==> config.mk <==
export PLATFORM = sky130hd
export DESIGN_NAME = operand_uart_rx
export DESIGN_NICKNAME = d
export VERILOG_FILES = /design/src/rtl/operand_uart_rx.sv
export SDC_FILE = /design/constraint.sdc
export NUM_CORES = 1
export LEC_CHECK = 0
export BUFFER_PORTS_ARGS = -buffer_cell sky130_fd_sc_hd__buf_2
export CELL_PAD_IN_SITES_DETAIL_PLACEMENT = 0
export CELL_PAD_IN_SITES_GLOBAL_PLACEMENT = 1
export CORE_UTILIZATION = 48
export CTS_CLUSTER_DIAMETER = 40
export DETAILED_ROUTE_END_ITERATION = 8
export PLACE_DENSITY_LB_ADDON = 0.1
export SYNTH_ARGS = -nofsm -noshare
export SYNTH_HDL_FRONTEND = slang
export SYNTH_SLANG_ARGS = --single-unit
==> constraint.sdc <==
create_clock -name clk -period 2.75 [get_ports clk]
set_input_delay 0.4125 -clock clk [delete_from_list [all_inputs] [get_ports clk]]
set_output_delay 0.4125 -clock clk [all_outputs]
set_load 0.02 [all_outputs]
==> src/rtl/operand_uart_rx.sv <==
// UART receiver (8 data bits, LSB first) that pairs consecutive good bytes into operands a/b.
// Optional even-parity bit after the data bits when OPERAND_UART_RX_PARITY_EN is defined.
module operand_uart_rx #(
    parameter int CLKS_PER_BIT = 16
) (
    input  logic       clk,
    input  logic       rst_n,
    input  logic       rx,
    output logic [7:0] a,
    output logic [7:0] b,
    output logic       pair_valid,
    output logic       frame_err,
    output logic       busy
);
    localparam int CW = 12;
    localparam logic [CW-1:0] HALF_M1 = CW'(CLKS_PER_BIT / 2 - 1);
    localparam logic [CW-1:0] FULL_M1 = CW'(CLKS_PER_BIT - 1);

    typedef enum logic [2:0] {
        IDLE,
        START,
        DATA,
`ifdef OPERAND_UART_RX_PARITY_EN
        PARITY,
`endif
        STOP
    } state_t;

    state_t         state_q, state_d;
    logic           rx_meta_q, rx_meta_d;
    logic           rx_s_q, rx_s_d;
    logic [1:0]     sync_vld_q, sync_vld_d;
    logic           armed_q, armed_d;
    logic [CW-1:0]  baud_q, baud_d;
    logic [2:0]     bit_q, bit_d;
    logic [7:0]     shift_q, shift_d;
    logic           idx_q, idx_d;
    logic [7:0]     hold_q, hold_d;
    logic [7:0]     a_q, a_d;
    logic [7:0]     b_q, b_d;
    logic           pair_valid_q, pair_valid_d;
    logic           frame_err_q, frame_err_d;
    logic           busy_q, busy_d;
`ifdef OPERAND_UART_RX_PARITY_EN
    logic           parity_err_q, parity_err_d;
`endif
    logic           tick;
    logic           stop_ok;

    assign a          = a_q;
    assign b          = b_q;
    assign pair_valid = pair_valid_q;
    assign frame_err  = frame_err_q;
    assign busy       = busy_q;

    always_comb begin
        rx_meta_d    = rx;
        rx_s_d       = rx_meta_q;
        sync_vld_d   = {sync_vld_q[0], 1'b1};
        state_d      = state_q;
        armed_d      = armed_q;
        baud_d       = baud_q;
        bit_d        = bit_q;
        shift_d      = shift_q;
        idx_d        = idx_q;
        hold_d       = hold_q;
        a_d          = a_q;
        b_d          = b_q;
        pair_valid_d = 1'b0;
        frame_err_d  = 1'b0;
`ifdef OPERAND_UART_RX_PARITY_EN
        parity_err_d = parity_err_q;
`endif
        tick    = (state_q == START) ? (baud_q == HALF_M1) : (baud_q == FULL_M1);
        stop_ok = rx_s_q;
`ifdef OPERAND_UART_RX_PARITY_EN
        stop_ok = rx_s_q & ~parity_err_q;
`endif
        if (state_q != IDLE)
            baud_d = tick ? '0 : baud_q + 1'b1;

        case (state_q)
            IDLE: begin
                // Only arm on a high level that came through the synchronizer,
                // not the reset value of its flops.
                armed_d = armed_q | (rx_s_q & sync_vld_q[1]);
                if (armed_q && !rx_s_q) begin
                    state_d = START;
                    armed_d = 1'b0;
                    baud_d  = '0;
                    bit_d   = '0;
`ifdef OPERAND_UART_RX_PARITY_EN
                    parity_err_d = 1'b0;
`endif
                end
            end
            START: begin
                if (tick)
                    state_d = rx_s_q ? IDLE : DATA;
            end
            DATA: begin
                if (tick) begin
                    shift_d[bit_q] = rx_s_q;
                    if (bit_q == 3'd7) begin
`ifdef OPERAND_UART_RX_PARITY_EN
                        state_d = PARITY;
`else
                        state_d = STOP;
`endif
                    end else begin
                        bit_d = bit_q + 3'd1;
                    end
                end
            end
`ifdef OPERAND_UART_RX_PARITY_EN
            PARITY: begin
                if (tick) begin
                    parity_err_d = rx_s_q ^ (^shift_q);
                    state_d      = STOP;
                end
            end
`endif
            STOP: begin
                if (tick) begin
                    state_d = IDLE;
                    // A low stop bit leaves the line low; wait for it to go high again.
                    armed_d = rx_s_q;
                    if (stop_ok) begin
                        if (!idx_q) begin
                            hold_d = shift_q;
                            idx_d  = 1'b1;
                        end else begin
                            a_d          = hold_q;
                            b_d          = shift_q;
                            pair_valid_d = 1'b1;
                            idx_d        = 1'b0;
                        end
                    end else begin
                        frame_err_d = 1'b1;
                        idx_d       = 1'b0;
                    end
                end
            end
            default: state_d = IDLE;
        endcase

        busy_d = (state_d != IDLE);
    end

    always_ff @(posedge clk or negedge rst_n) begin
        if (!rst_n) begin
            state_q      <= IDLE;
            rx_meta_q    <= 1'b1;
            rx_s_q       <= 1'b1;
            sync_vld_q   <= '0;
            armed_q      <= 1'b0;
            baud_q       <= '0;
            bit_q        <= '0;
            shift_q      <= '0;
            idx_q        <= 1'b0;
            hold_q       <= '0;
            a_q          <= '0;
            b_q          <= '0;
            pair_valid_q <= 1'b0;
            frame_err_q  <= 1'b0;
            busy_q       <= 1'b0;
`ifdef OPERAND_UART_RX_PARITY_EN
            parity_err_q <= 1'b0;
`endif
        end else begin
            state_q      <= state_d;
            rx_meta_q    <= rx_meta_d;
            rx_s_q       <= rx_s_d;
            sync_vld_q   <= sync_vld_d;
            armed_q      <= armed_d;
            baud_q       <= baud_d;
            bit_q        <= bit_d;
            shift_q      <= shift_d;
            idx_q        <= idx_d;
            hold_q       <= hold_d;
            a_q          <= a_d;
            b_q          <= b_d;
            pair_valid_q <= pair_valid_d;
            frame_err_q  <= frame_err_d;
            busy_q       <= busy_d;
`ifdef OPERAND_UART_RX_PARITY_EN
            parity_err_q <= parity_err_d;
`endif
        end
    end
endmodule

======== Yosys cells after proc, flatten, opt, wreduce, memory -nomap -nowiden ========
Cells that the tools add are included.
cells by class
  add/sub/neg operators ................... 2
  order comparisons ....................... 2
  eq/ne operators ......................... 10
  muxes and demuxes ....................... 31
  bitwise operators ....................... 3
  reductions and logical operators ........ 14
operator list
  kind                                                         number
  2-to-1 mux 12 bit                                            4
  2-to-1 mux 3 bit                                             8
  2-to-1 mux 1 bit                                             13
  adder 12 x 1 -> 12 bit (second input constant)               1
  == test 12 x 3 -> 1 bit (second input constant)              1
  == test 12 x 4 -> 1 bit (second input constant)              1
  case mux 3 bit (4 select lines)                              1
  AND reduction 4 bit                                          3
  bitwise mux 8 bit                                            1
  != test 2 bit (second input constant)                        4
  == test 3 x 2 -> 1 bit (second input constant)               2
  case mux 3 bit (2 select lines)                              1
  AND reduction 2 bit                                          3
  nonzero test 3 bit                                           2
  less-than comparator 3 x 4 -> 1 bit (second input constant)  1
  nonzero test 2 bit                                           2
  adder 3 x 1 -> 3 bit (second input constant)                 1
  demux 1 bit (select 3 bit)                                   1
  == test 3 x 1 -> 1 bit (second input constant)               1
  == test 3 bit (second input constant)                        1
  >= comparator 3 x 1 -> 1 bit (second input constant)         1
  zero test 3 bit                                              1
  logical AND 1 bit                                            2
  2-to-1 mux 2 bit                                             1
  other kinds (5)                                              5
storage, ports and cells
  flip-flop bits (word level) ............. 59
  input bits .............................. 3
  output and inout bits ................... 19
  logic and storage cells ................. 77

======== Logic depth before layout (Yosys ltp) ========
Gate-level depths: netlist of the first run.
  depth after elaboration ................. 6
  mapped depth ............................ 7
  depth with buffers taken out ............ 5

======== Worst setup path after synthesis of the first run ========
No wires, ideal clock.
  path type ............................... register to register
  start point ............................. register baud_q[8]
  end point ............................... register shift_q[5]
  setup time .............................. 0.125 ns
  data arrival time ....................... 1.868 ns
  data required time ...................... 2.625 ns
  slack ................................... 0.757 ns
  stages on the path, launching flop included .. 6
  path buffers ............................ 1
  clock period less this slack ............ 1.993 ns
  cell sequence ........................... dfrtp_1 nor4_4 nand3_1 buf_2 nor4b_1 mux2_2
on the way
  longest elaborated chain between the ends .. 3
  elaborated cells on any way between the ends .. 4
  classes of those cells .................. eq/ne: 2; mux: 1; reduce/logical: 1
ends and longest elaborated chain
  item                                                                       line  text
  start, declared                                                            34    logic [CW-1:0] baud_q, baud_d;
  start signal, assigned                                                     176   baud_q <= baud_d;
  == test 12 x 4 -> 1 bit / == test 12 x 3 -> 1 bit (equally long branches)  74    tick = (state_q == START) ? (baud_q == HALF_M1) : (baud_q == FULL_M1);
  2-to-1 mux 1 bit *                                                         74
  AND reduction 2 bit (no source line) *                                     --
  end signal, assigned                                                       178   shift_q <= shift_d;
  end, declared                                                              36    logic [7:0] shift_q, shift_d;
Mark *: on every way between the ends. The rest lies on a longest branch, timed or not.
A chain may end at the register's enable or synchronous reset.

======== Final worst setup path of the first run ========
  start point ............................. register baud_q[8]
  end point ............................... register hold_q[3]
on the way
  longest elaborated chain between the ends .. 3
  elaborated cells on any way between the ends .. 4
  classes of those cells .................. eq/ne: 2; mux: 1; reduce/logical: 1
ends and longest elaborated chain
  item                                                                       line  text
  == test 12 x 4 -> 1 bit / == test 12 x 3 -> 1 bit (equally long branches)  74
  2-to-1 mux 1 bit *                                                         74
  AND reduction 4 bit (no source line) *                                     --
  end signal, assigned                                                       180   hold_q <= hold_d;
  end, declared                                                              38    logic [7:0] hold_q, hold_d;
Marks and branches as above.

==> impl_metrics.yaml, run 1 <==
grt:
  grt_pass1_wl_um: 7980
  grt_max_degree: 60
  grt-ovfl-total: 0
  grt_usage: 0.179
  antenna_found_initial: 0
  grt_pass1_vias: 1580
logic_synthesis:
  synth_area_um2: 2670
  yosys-top-cells-count: "dfrtp_1, mux2_2, nand2_1, nor2_1, xnor2_1"
  synth_xor_area_frac: 0.0360
  yosysWarnings: 0
  synth_adder_area_share: 0.0140
  synth_top_family_by_area: "simple AND/OR/NAND/NOR gates"
  synth_top_area_frac: 0.534
  yosys-top-cells-area: "dfrtp_1, mux2_2, mux2_4, xnor2_1, nand2_1"
  yosys-mux-area-fraction: 0.157
  synth_flop_cell: "dfrtp_1"
  ys_types: 44
  syn_nets: 223
  synth_edf_count: 0
  synth-compound-area-share: 0.0328
  syn_area_per_cell_um2: 12.3
  synth.most_common_cell: "dfrtp_1"
  ys_ff_latch: 59
  synth-simple-area-share: 0.177
  seq_area_frac_synth: 0.553
  yosysTopAreaCell: "dfrtp_1"
  netlist_instances: 217
  async_flop_share: 1.00
floorplan:
  io-pin-count: 22
  rows: 26
  core_area_um2: 5240
  start_util: 0.510
  dieHeight_um: 76.6
  die_x_um: 76.6
  die_area_um2: 5870
min_path:
  holdPathStages: 1
  hold_path.class: "in -> reg"
cells_and_area:
  n_antenna_cell: 0
  fin_util: 0.580
  postLayoutCellArea_um2: 3040
  fin_nets: 246
  area_delta_synth_final_pct: 13.6
  num-fill-cells: 455
  layout-drive-gt1-share: 0.331
cts:
  numCtsBuffers: 9
  clockBufferDepth: 2
  clk_pin_slew_worst_paths_ps: 70
  clock_latency_ps: 330
  cts_tree: "yes"
  cts-root-buf: "clkbuf_8"
  ctsHoldBuffers: 0
  cts.sinks: 59
  htree_levels: 3
  cts.repair.resized: 0
  postCtsSetupRepairBufs: 0
route:
  wl_met1_um: 2480
  drt_iter0_drc: 95
  routed_wl_um: 4830
  wl_met3_um: 126
  first_pass_iters: 4
  top_layer: "met4"
  vias_per_cell: 5.29
  wl_met2_um: 2110
  drtAntennaViolNets: 0
  wire_per_inst_um: 15.3
  via_count: 1666
  drc: 0
sta:
  hold_viol: 0
  worst_pin_slew_ps: 1100
  skew_ps: 4.75
  slew_viol_final: 0
  fin_crit_sh: 0.843
  fmax_mhz: 432
  fin_crit_ps: 2320
  layout_setup_ws_ps: 433
  rsz0062_at_grt: "no"
  finalSetupViolations: 0
  maxSlewHeadroom: 0.260
  tns_ps: 0
worst_setup_path:
  slowest_delay_ps: 650
  crit_chain: "nor4_4, nand4_4, or3b_1, mux2_4"
  r2r_slack_ps: 430
  start_kind: "flip-flop"
  worstPathRequired_ps: 2960
  crit_type: "reg -> reg"
  cp_max_fo: 9
  cp_data_arrival_time_ps: 2530
  crit_slowest_cell: "or3b_1"
  rr_worst_depth: 4
  critPathCaptureType: "flip-flop"
place:
  post-place-ws_ps: 451
  place_congestion: 0.785
  postPlaceCellArea_um2: 2820
  place_hpwl_um: 3270
  io_buffers: 21
power_and_ir_drop:
  vdd_drop_max_mv: 0.302
  power.density_nw_per_um2: 636
  leakage_nw: 1.44
job:
  drv_cap: 0
outcome:
  status: "completed"
[cell usage in the layout (no fill, tap or decap), types with 3 or more instances in the layout]
master / instances
nor4_1: 5
nand4_1: 3
clkbuf_8: 12
inv_1: 3
mux2i_1: 3
mux2_4: 8
dfrtp_1: 57
mux2_2: 24
nand3_1: 6
a31oi_1: 3
buf_2: 21
nor2_1: 16
xnor2_1: 10
ha_1: 3
nor4b_1: 5
nand2_1: 21
nor3_1: 7
[area by class of cell]
cell class / instances / area [um2] / share of cell area
clock buffer: 13 / 169 / 0.0556
clock inverter: 3 / 45.0 / 0.0148
inverter: 3 / 11.3 / 0.00371
multi-input combinational: 144 / 1120 / 0.370
sequential: 59 / 1480 / 0.487
tap: 70 / 87.6 / 0.0289
timing repair buffer: 23 / 120 / 0.0396
[registers in the layout, summed over array words and instances, names as in the netlist, 2 cells and up]
name        count
shift_q         8
hold_q          8
b               8
state_q         3
a               8
baud_q         12
bit_q           3
sync_vld_q      2
[power by group]
| part | internal (W) | switching [W] |
|---|---|---|
| sequential | 0.000902 | 0.0000443 |
| combinational | 0.0000535 | 0.000107 |
| clock | 0.000493 | 0.000329 |
| total | 0.00145 | 0.000481 |
[critical path: cells and delay by family, from the launching register on]
family | cells | cell delay [ps]
simple gates | 3 | 1340
flops | 1 | 460
mux | 1 | 390
[routing by layer]
metal,up-vias,GRT usage
met5,-,0
met4,0,0.110
met3,9,0.0383
met2,24,0.251
met1,821,0.252
li1,812,-
[per-stage QoR]
stage,power [W],hold WS [ps],cells
5_1_grt,0.00200,173,315
3_3_place_gp,0.00112,332,299
6_report,0.00193,176,315
2_1_floorplan,0.00108,117,217
4_1_cts,0.00195,164,315
3_5_place_dp,0.00112,336,299
[kinds of logic (layout without fill, tap and decap cells)]
family,Yosys count,count (layout)
simple gates,81,81
flops,59,59
mux,35,35
buf+inv,14,42
compound gates,12,12
xor+xnor,11,11
fa+ha+maj,3,3
other cells,2,2
[path summary, 6_finish.rpt]
check | startpoint | to
setup / recovery | baud_q[8] | hold_q[3]
hold / removal | rx | rx_meta_q
setup reg to reg | baud_q[8] | hold_q[3]
hold reg to reg | sync_vld_q[0] | sync_vld_q[1]
max in group asynchronous | rst_n | hold_q[7]
min in group asynchronous | rst_n | baud_q[10]
(Power assumes the default switching activity.)
==> inputs of run 2 (changes only) <==
==> constraint.sdc (replaced) <==
create_clock -name clk -period 2.3 [get_ports clk]
set_input_delay 0.345 -clock clk [delete_from_list [all_inputs] [get_ports clk]]
set_output_delay 0.345 -clock clk [all_outputs]
set_load 0.02 [all_outputs]
==> impl_metrics.yaml, run 2 (same netlist as run 1, synthesis figures left out) <==
job:
  drv_cap: 0
floorplan:
  core_area_um2: 5240
  start_util: 0.510
  rows: 26
  dieHeight_um: 76.6
  die_area_um2: 5870
  die_x_um: 76.6
  io-pin-count: 22
power_and_ir_drop:
  leakage_nw: 1.47
  switchingPower_w: 0.000596
  p_comb_frac: 0.102
  p_seq_frac: 0.498
  p_total_w: 0.00226
  swShare: 0.264
  p_int_w: 0.00166
  power.density_nw_per_um2: 729
  clockPowerShare: 0.400
  vdd_drop_max_mv: 0.518
grt:
  grt_pass1_vias: 1739
  grt-ovfl-total: 0
  antenna_found_initial: 0
  grt_max_degree: 35
  grt_pass1_wl_um: 8590
  grt_usage: 0.193
cts:
  clockBufferDepth: 2
  numCtsBuffers: 9
  clk_pin_slew_worst_paths_ps: 70
  clock_latency_ps: 350
  cts-root-buf: "clkbuf_8"
  ctsHoldBuffers: 0
  cts.sinks: 59
  cts_tree: "yes"
  postCtsSetupRepairBufs: 0
  htree_levels: 3
  cts.repair.resized: 0
min_path:
  hold_path.class: "in -> async"
worst_setup_path:
  r2r_slack_ps: 140
  cp_num_buf_inv: 1
  cp_data_arrival_time_ps: 2380
  crit_cells: 5
  worstPathRequired_ps: 2520
  slowest_delay_ps: 500
  crit_chain: "nor4_4, nand3_1, buf_12, nor4_1, mux2_2"
  start_kind: "flip-flop"
  r2r-start: "baud_q[8]"
  rr_worst_depth: 5
  reg2reg_to: "shift_q[6]"
  crit_slowest_cell: "nor4_4"
  cp_max_fo: 12
  cp-endpoint: "shift_q[6]"
  critPathCaptureType: "flip-flop"
  cp_top_family: "simple AND/OR/NAND/NOR gates"
  crit_type: "reg -> reg"
  critPathLaunch: "baud_q[8]"
sta:
  tns_ps: 0
  maxSlewHeadroom: 0.583
  layout_setup_ws_ps: 141
  finalSetupViolations: 0
  fin_crit_ps: 2160
  fin_crit_sh: 0.939
  hold_viol: 0
  rsz0062_at_grt: "no"
  slew_viol_final: 0
  skew_ps: 12.6
  holdWs_ps: 13.1
  worst_pin_slew_ps: 622
  fmax_mhz: 463
route:
  vias_per_cell: 5.33
  drtAntennaViolNets: 0
  first_pass_iters: 4
  routed_wl_um: 4900
  wire_per_inst_um: 15.3
  via_count: 1705
  drc: 0
  drt_iter0_drc: 46
outcome:
  status: "completed"
cells_and_area:
  num-fill-cells: 430
  n_antenna_cell: 0
  final_common_cell: "dfrtp_1"
  largest_reg_flops: 12
  area_delta_synth_final_pct: 16.0
  layout-drive-gt1-share: 0.356
  fin_nets: 251
  largest_register: "baud_q"
  postLayoutCellArea_um2: 3100
  most-common-layout-cells: "dfrtp_1, mux2_2, nand2_1, buf_2, nor2_1"
place:
  place_congestion: 0.746
  postPlaceCellArea_um2: 2900
  post-place-ws_ps: 67.9
  place_hpwl_um: 3440
  io_buffers: 21
## run 2: through the flow
step	utilization	instances
2_1_floorplan	-	217
3_3_place_gp	0.553	304
3_5_place_dp	0.553	304
4_1_cts	0.590	320
5_1_grt	0.592	320
6_report	0.592	320
## run 2: how the worst min path moves through the flow
| stage | start | end | slack [ps] | cells past startpoint |
|---|---|---|---|---|
| finish | rst_n | shift_q[5] | 10 | 1 |
| global route | rst_n | baud_q[6] | 50 | 1 |
| CTS | rst_n | shift_q[5] | 30 | 1 |
| detailed placement | sync_vld_q[0] | sync_vld_q[1] | 350 | 0 |
| global placement | sync_vld_q[0] | sync_vld_q[1] | 330 | 0 |
| floorplan | rst_n | a[0] | 50 | 0 |
## run 2: power groups by stage
stage / clock (W) / combinational (W) / sequential [W]
after floorplan: 0 / 0.000166 / 0.00113
after global placement: 0 / 0.000219 / 0.00114
after detailed placement: 0 / 0.000228 / 0.00114
after CTS: 0.000932 / 0.000228 / 0.00112
after global routing: 0.000973 / 0.000261 / 0.00113
final: 0.000904 / 0.000230 / 0.00112
## run 2: final cells by class
class | instances | area, um2 | area share
Sequential cell | 59 | 1480 | 0.477
Tap cell | 70 | 87.6 | 0.0283
Clock inverter | 7 | 68.8 | 0.0222
Inverter | 3 | 11.3 | 0.00363
Clock buffer | 9 | 124 | 0.0400
Timing Repair Buffer | 28 | 195 | 0.0630
Multi-Input combinational cell | 144 | 1130 | 0.366
## run 2: metal layers
metal | vias up | routed length [um] | GRT usage
met5 | - | 0 | 0
met4 | 0 | 91 | 0.0923
met3 | 11 | 170 | 0.0587
met2 | 33 | 2340 | 0.303
met1 | 845 | 2290 | 0.245
li1 | 816 | - | -
==> inputs of run 3 (changes only) <==
--- a/config.mk
+++ b/config.mk
@@ -11,7 +11,8 @@
 export CORE_UTILIZATION = 48
 export CTS_CLUSTER_DIAMETER = 40
 export DETAILED_ROUTE_END_ITERATION = 8
-export PLACE_DENSITY_LB_ADDON = 0.1
+export PLACE_DENSITY = 0.8
+export SLEW_MARGIN = 20
 export SYNTH_ARGS = -nofsm -noshare
 export SYNTH_HDL_FRONTEND = slang
 export SYNTH_SLANG_ARGS = --single-unit
==> impl_metrics.yaml, run 3 (same netlist as run 1, synthesis figures left out) <==
outcome:
  status: "completed"
floorplan:
  dieHeight_um: 76.6
  io-pin-count: 22
  die_x_um: 76.6
  start_util: 0.510
  rows: 26
  die_area_um2: 5870
  core_area_um2: 5240
place:
  io_buffers: 21
  dp.cells: 304
  place_congestion: 0.752
  place_hpwl_um: 3300
worst_setup_path:
  crit_slowest_cell: "nor4_4"
  cp_data_arrival_time_ps: 2400
  r2r_slack_ps: 120
  cp_num_buf_inv: 1
  start_kind: "flip-flop"
  worstPathRequired_ps: 2520
  cp_max_fo: 12
  critPathCaptureType: "flip-flop"
  slowest_delay_ps: 480
  crit_type: "reg -> reg"
  cp_top_family: "simple AND/OR/NAND/NOR gates"
  crit_chain: "nor4_4, nand3_1, buf_12, nor4b_1, mux2_2"
cells_and_area:
  largest_register: "baud_q"
  final_cells: 320
  final_common_cell: "dfrtp_1"
  area_delta_synth_final_pct: 14.7
  most-common-layout-cells: "dfrtp_1, mux2_2, nand2_1, buf_2, nor2_1"
  layout-drive-gt1-share: 0.348
  num-fill-cells: 451
  n_antenna_cell: 0
  fin_nets: 251
  largest_reg_flops: 12
cts:
  ctsHoldBuffers: 0
  clockBufferDepth: 2
  cts-root-buf: "clkbuf_8"
  clk_pin_slew_worst_paths_ps: 70
  cts.sinks: 59
  numCtsBuffers: 9
  cts.repair.resized: 0
  clock_latency_ps: 330
  cts_tree: "yes"
  postCtsSetupRepairBufs: 0
  htree_levels: 3
sta:
  tns_ps: 0
  maxSlewHeadroom: 0.550
  fmax_mhz: 459
  rsz0062_at_grt: "no"
  worst_pin_slew_ps: 670
  fin_crit_sh: 0.948
  fin_crit_ps: 2180
  skew_ps: 8.62
  finalSetupViolations: 0
  hold_viol: 0
  slew_viol_final: 0
power_and_ir_drop:
  leakage_nw: 1.46
  vdd_drop_max_mv: 0.436
  p_total_w: 0.00215
  power.density_nw_per_um2: 701
grt:
  grt_max_degree: 35
  antenna_found_initial: 0
  grt_pass1_vias: 1710
  grt-ovfl-total: 0
  grt_pass1_wl_um: 8490
  grt_usage: 0.189
min_path:
  hold_path.class: "in -> async"
route:
  vias_per_cell: 5.24
  drc: 0
  via_count: 1676
  routed_wl_um: 4650
  drt_iter0_drc: 87
  drtAntennaViolNets: 0
  wire_per_inst_um: 14.5
  first_pass_iters: 4
job:
  drv_cap: 0
run 3: layout make-up:
class | count | area (um2) | area share
Clock inverter | 7 | 43.8 | 0.0143
Inverter | 3 | 11.3 | 0.00367
Clock buffer | 9 | 124 | 0.0404
Timing Repair Buffer | 28 | 195 | 0.0637
Multi-Input combinational cell | 144 | 1120 | 0.367
Sequential cell | 59 | 1480 | 0.483
Tap cell | 70 | 87.6 | 0.0286
run 3: final timing paths:
path                       startpoint  cells after the start          to
max                         baud_q[8]                      5  shift_q[7]
min                             rst_n                      1  baud_q[10]
max reg2reg                 baud_q[8]                      5  shift_q[7]
min reg2reg                 rx_meta_q                      0      rx_s_q
max in group asynchronous       rst_n                      2        b[7]
min in group clk                   rx                      1   rx_meta_q
run 3: worst reg2reg max path, stage by stage, from the launching register on:
cell and delay [ps]:
dfrtp_1 460, nor4_4 490, nand3_1 200, buf_12 190
nor4b_1 360, mux2_2 380
run 3: layer usage:
layer / global-route usage / vias to the layer above / part of all wire
met5: 0 / - / 0
met4: 0.102 / 0 / 0.021
met3: 0.0395 / 10 / 0.025
met2: 0.261 / 24 / 0.44
met1: 0.277 / 812 / 0.52
li1: - / 830 / -
run 3: per-stage QoR:
| step | hold slack [ps] | utilization | area [um2] | setup WS [ps] |
|---|---|---|---|---|
| 3_5_place_dp | 341 | 0.553 | 2900 | 125 |
| 2_1_floorplan | 49.4 | - | 2670 | 307 |
| 4_1_cts | 31.6 | 0.585 | 3060 | 108 |
| 6_report | 18.0 | 0.585 | 3060 | 120 |
| 5_1_grt | 68.3 | 0.585 | 3060 | 26.4 |
| 3_3_place_gp | 333 | 0.553 | 2900 | 229 |
run 3: report_power, final:
group	internal [W]	switching [W]	leakage, nW
Sequential	0.00108	0.0000437	0.803
Combinational	0.0000908	0.000147	0.570
Clock	0.000385	0.000404	0.0852
Total	0.00155	0.000595	1.46
